**src/rtl/mem_access_ctrl.sv**
```systemverilog
// -----------------------------------------------------------------------------
// mem_access_ctrl
//
// Sequences each MEM-stage data access against a variable-latency memory port.
// While an access is outstanding the upstream pipeline is stalled and the
// MEM/WB register receives bubbles. The load result is presented on RD in the
// single DONE cycle, which is the cycle in which the pipeline advances. A wait
// counter aborts accesses that receive no response within TIMEOUT cycles.
//
// Handshake: mem_req is a level request. Once raised, mem_req, mem_we,
// mem_addr and mem_wdata stay stable until the memory returns a single-cycle
// mem_ready pulse (or the timeout fires). mem_rdata is only meaningful in the
// mem_ready cycle. mem_ready is ignored outside BUSY.
//
// Ports
//   CLK, rst        clock (rising edge) / asynchronous active-low reset
//   MemReadM        MEM-stage instruction is a load
//   MemWriteM       MEM-stage instruction is a store (wins if both are set)
//   ALUOutM         byte address of the access
//   WriteDataM      store data
//   mem_req/we/addr/wdata  registered request to memory
//   mem_rdata       read data from memory
//   mem_ready       completion pulse from memory
//   RD              registered load result for MEM/WB
//   StallM          freezes PC, IF/ID, ID/EX, EX/MEM
//   BubbleW         same as StallM; gates write-back controls into MEM/WB
//   mem_err         sticky timeout flag, cleared only by reset
//   state_o         current FSM state (0 IDLE, 1 BUSY, 2 DONE) for debug
// -----------------------------------------------------------------------------
module mem_access_ctrl #(
  parameter int TIMEOUT = 16
) (
  input  logic        CLK,
  input  logic        rst,
  input  logic        MemReadM,
  input  logic        MemWriteM,
  input  logic [31:0] ALUOutM,
  input  logic [31:0] WriteDataM,
  output logic        mem_req,
  output logic        mem_we,
  output logic [31:0] mem_addr,
  output logic [31:0] mem_wdata,
  input  logic [31:0] mem_rdata,
  input  logic        mem_ready,
  output logic [31:0] RD,
  output logic        StallM,
  output logic        BubbleW,
  output logic        mem_err,
  output logic [1:0]  state_o
);

  localparam int CNT_W = $clog2(TIMEOUT);
  localparam logic [CNT_W-1:0] CNT_LAST = CNT_W'(TIMEOUT - 1);

  typedef enum logic [1:0] {
    IDLE = 2'd0,
    BUSY = 2'd1,
    DONE = 2'd2
  } state_t;

  state_t             state_q, state_d;
  logic [CNT_W-1:0]   cnt_q, cnt_d;
  logic               req_q, req_d;
  logic               we_q, we_d;
  logic [31:0]        addr_q, addr_d;
  logic [31:0]        wdata_q, wdata_d;
  logic [31:0]        rd_q, rd_d;
  logic               err_q, err_d;
  logic               pending;

  assign pending = MemReadM | MemWriteM;

  always_ff @(posedge CLK or negedge rst) begin
    if (!rst) begin
      state_q <= IDLE;
      cnt_q   <= '0;
      req_q   <= 1'b0;
      we_q    <= 1'b0;
      addr_q  <= 32'h0;
      wdata_q <= 32'h0;
      rd_q    <= 32'h0;
      err_q   <= 1'b0;
    end else begin
      state_q <= state_d;
      cnt_q   <= cnt_d;
      req_q   <= req_d;
      we_q    <= we_d;
      addr_q  <= addr_d;
      wdata_q <= wdata_d;
      rd_q    <= rd_d;
      err_q   <= err_d;
    end
  end

  always_comb begin
    state_d = state_q;
    cnt_d   = cnt_q;
    req_d   = req_q;
    we_d    = we_q;
    addr_d  = addr_q;
    wdata_d = wdata_q;
    rd_d    = rd_q;
    err_d   = err_q;

    case (state_q)
      IDLE: begin
        if (pending) begin
          addr_d  = ALUOutM;
          wdata_d = WriteDataM;
          // A simultaneous read+write request is handled as a store.
          we_d    = MemWriteM;
          req_d   = 1'b1;
          cnt_d   = '0;
          state_d = BUSY;
        end
      end
      BUSY: begin
        // A response in the last BUSY cycle takes priority over the timeout.
        if (mem_ready) begin
          req_d   = 1'b0;
          if (!we_q) rd_d = mem_rdata;
          state_d = DONE;
        end else if (cnt_q == CNT_LAST) begin
          req_d   = 1'b0;
          err_d   = 1'b1;
          if (!we_q) rd_d = 32'h0;
          state_d = DONE;
        end else begin
          cnt_d = cnt_q + CNT_W'(1);
        end
      end
      DONE: begin
        state_d = IDLE;
      end
      default: begin
        state_d = IDLE;
        req_d   = 1'b0;
      end
    endcase
  end

  // Not stalling in DONE lets the pipeline advance exactly once per access;
  // the following IDLE cycle already sees the next instruction.
  assign StallM    = ((state_q == IDLE) && pending) || (state_q == BUSY);
  assign BubbleW   = StallM;

  assign mem_req   = req_q;
  assign mem_we    = we_q;
  assign mem_addr  = addr_q;
  assign mem_wdata = wdata_q;
  assign RD        = rd_q;
  assign mem_err   = err_q;
  assign state_o   = state_q;

endmodule
```
**config.mk**
```make
export PLATFORM = sky130hd
export DESIGN_NAME = mem_access_ctrl
export DESIGN_NICKNAME = d
export VERILOG_FILES = /design/src/rtl/mem_access_ctrl.sv
export SDC_FILE = /design/constraint.sdc
export NUM_CORES = 1
export LEC_CHECK = 0
export ABC_AREA = 1
export CORE_AREA = 2 2 101 103
export CTS_CLUSTER_SIZE = 12
export DETAILED_ROUTE_END_ITERATION = 12
export DIE_AREA = 0 0 103 105
export PLACE_DENSITY = 0.95
export SYNTH_ARGS = -nofsm -noshare
export SYNTH_HDL_FRONTEND = slang
export SYNTH_SLANG_ARGS = --single-unit
```
**constraint.sdc**
```tcl
create_clock -name CLK -period 1.95 [get_ports CLK]
set_input_delay 0.39 -clock CLK [delete_from_list [all_inputs] [get_ports CLK]]
set_output_delay 0.39 -clock CLK [all_outputs]
set_load 0.05 [all_outputs]
```
==> metrics.txt <==
gpl congestion 0.816; number of global-route vias before repair 3840; Die Height 105 um; final WL 11900 um; Fin. Hold Viols 0; gr usage total 21.4%; Die ar. 10800 um^2; # rows 36; clock root cell clkbuf_8; Reg clk slew, reported paths 0.09 ns; Leak Pwr 3.87 nW; fillers 742; flops & latches, synth 105; warnings from Yosys 0; Max stage delay cell, worst path clkdlybuf4s50_1; worst ir drop on vdd 1240 uV; outcome completed; Post-synth EDFFs 0; TritonCTS clock tree yes; proportion of netlist area held by the largest area contributor 62.6%; worst r2r src cnt_q[0]; NumNets Final 773; drt initial violations 172; RSZ-0062 raised after global routing false; worst slew pin tran 0.570 ns; min-delay worst type in -> async; min cycle time layout 1.92 ns; area post-placement 6330 um^2; startpoint type of the worst setup path register; Avg Cell Area, Syn 8.81 um^2; Post-Synthesis Cells 476; pwr dens 1940 nW/um^2; Vias/cell 4.91; crit-path max cell delay 0.81 ns; Clock Skews 0.00839 ns; DR WL met2 5610 um; largest net degree at the start of global routing 106; worst flop-to-flop path endpoint RD[6]; die width 103 um; Initial DRT Pass Iterations 4; routed len/inst 14.7 um; via count 3966; top cell family by delay on the critical path buffers and inverters; crit path kind reg -> out; Final Max Tran Viols 0; design area 6560 um^2; ordered list of cells on the worst path clkdlybuf4s50_1; post-synth top area cell dfrtp_1; Clock Sink Count 105; Syn Std Cell Area 4190 um^2; Buf/Inv on CP 1; share of cells above drive strength 1 6.37%; worst-case reg-to-reg path depth 7; first-pass GRT wire length 18200 um; CP Capture Point mem_addr[9]; CP startpoint mem_addr[9]; # DRC 0; Async SR Flop Fraction 100%; total CTS buffers 9; hold slack final 0.0622 ns; hold_buf cts 0; critical path fanouts, max 2; crit path DAT 1.53 ns; DR WL met3 1370 um; # setup viols final 0; M1 wire length 4660 um; number of port buffers 203; Tcrit/Tclk final 98.3%; Max Freq 0.522 GHz; R2R Setup Slk 0.43 ns; Starting Density 43.5%; # H-tree levels 3; Setup crit end kind output pin; initial antenna violation count 0; CTS max path bufs 2; ANT cells 0; Yosys cell types 18; core area 9640 um^2; synth top area cells dfrtp_1, nand2_1, nand4_1; Final TNS setup 0 ns; # Post-CTS Setup Buffers 0; WP depth 1; Area growth, synth to finish 56.5%; Max Cap Viol 0; GRT Residual Overflow 0; Clk Latency, worst-skew pair 0.36 ns; Antenna Nets Post-Route 0; Rel. slew slack 62.0%; Required @ worst endpoint 1.56 ns; sequential fraction of the synthesis area 62.6%; # IOs 204; top routing layer in use met4; net count after synthesis 578; top_reg_cell synth dfrtp_1; HPWL after detailed placement 8450 um
[routing by layer]
| metal | vias up | global-route usage (%) |
|---|---|---|
| met5 | - | 0 |
| met4 | 0 | 9.02 |
| met3 | 20 | 7.02 |
| met2 | 212 | 35.1 |
| met1 | 1869 | 25.5 |
| li1 | 1865 | - |
[area by class of cell]
class	count	area (um^2)	area share (%)
sequential	105	2630	40.1
timing repair buffer	212	2190	33.3
multi-input combinational	331	1370	20.9
tap	133	166	2.54
clock buffer	12	145	2.21
inverter	12	45.0	0.686
clock inverter	3	17.5	0.267
[worst reg2reg max path, cell delays in order (launching register included)]
cell and delay (ns):
dfrtp_1 0.44, ha_1 0.25, nand3_1 0.13, nand2_1 0.08, nand3_2 0.06, buf_4 0.32, nand2_1 0.11, nand2_1 0.08
[cell families (layout without fill, tap and decap cells)]
family                     count (synthesis)  after routing  share of synthesized area, %
and+or+nand+nor                          327            327                          31.8
DFF                                      105            105                          62.6
buffers and inverters                     40            239                          4.83
AOI/OAI and AO/OA                          3              3                         0.417
adders and majority gates                  1              1                         0.298
[sequential cells by signal, summed over array words and instances, names as in the netlist]
name and flops:
mem_err 1, cnt_q 4, state_o 2, mem_we 1
mem_addr 32, RD 32, mem_wdata 32, mem_req 1
[repair_timing]
action,4_1_cts,5_1_grt
resized for setup,37,47
pin swaps,0,0
endpoints found under the setup margin,37,47
[synth_stat cells, types with 2 or more instances]
library cell,count
buf_4,11
inv_1,10
nand4_1,33
clkbuf_1,8
nor2_1,8
inv_2,2
nand2_1,277
buf_2,8
dfrtp_1,105
nand3_1,6
[worst min path at each step]
stage / startpoint / slack, ns / end / cells after the start
6_report: rst / 0.06 / mem_addr[0] / 2
5_1_grt: rst / 0.11 / mem_addr[0] / 2
4_1_cts: rst / 0.1 / mem_addr[0] / 2
3_5_place_dp: RD[24] / 0.46 / RD[24] / 2
3_3_place_gp: RD[28] / 0.45 / RD[28] / 2
2_1_floorplan: rst / 0.09 / RD[0] / 0
[stage by stage]
stage	std cells	power, mW	worst slack (ns)	util, %
finish	808	12.7	0.0336	68.1
global route	808	13.4	0.000225	68.1
CTS	808	12.9	0.00106	66.9
detailed placement	793	12.0	0.145	65.7
global placement	793	11.7	0.185	65.7
floorplan	476	9.09	0.0861	-
[power by group]
part	total [mW]	internal [mW]	switching, mW	leakage (nW)
registers	3.77	3.19	0.573	1.30
clock network	1.17	0.490	0.677	0.0822
logic	7.81	2.22	5.59	2.49
total	12.7	5.90	6.84	3.87
[cells in the final DEF (no fill, tap or decap)]
master           netlist  final
dfrtp_1              105    103
ha_1                   1      1
clkdlybuf4s50_1        0    106
clkbuf_1               8      2
clkinvlp_4             0      1
inv_1                 10     10
nor2_4                 1      1
nand2_4                0      1
nand4_1               33     33
dfrtp_2                0      2
nand2_2                1      1
o21bai_1               1      1
clkbuf_8               0     10
inv_2                  2      2
a21oi_1                1      1
nand3_2                1      1
buf_12                 0      4
dlymetal6s2s_1         0     47
dlygate4sd2_1          0     37
nand3_1                6      6
nor2_1                 8      8
nand2_1              277    276
buf_4                 11     18
clkinv_2               0      2
o21ai_0                1      1
Power figures use the tool's default switching activity.
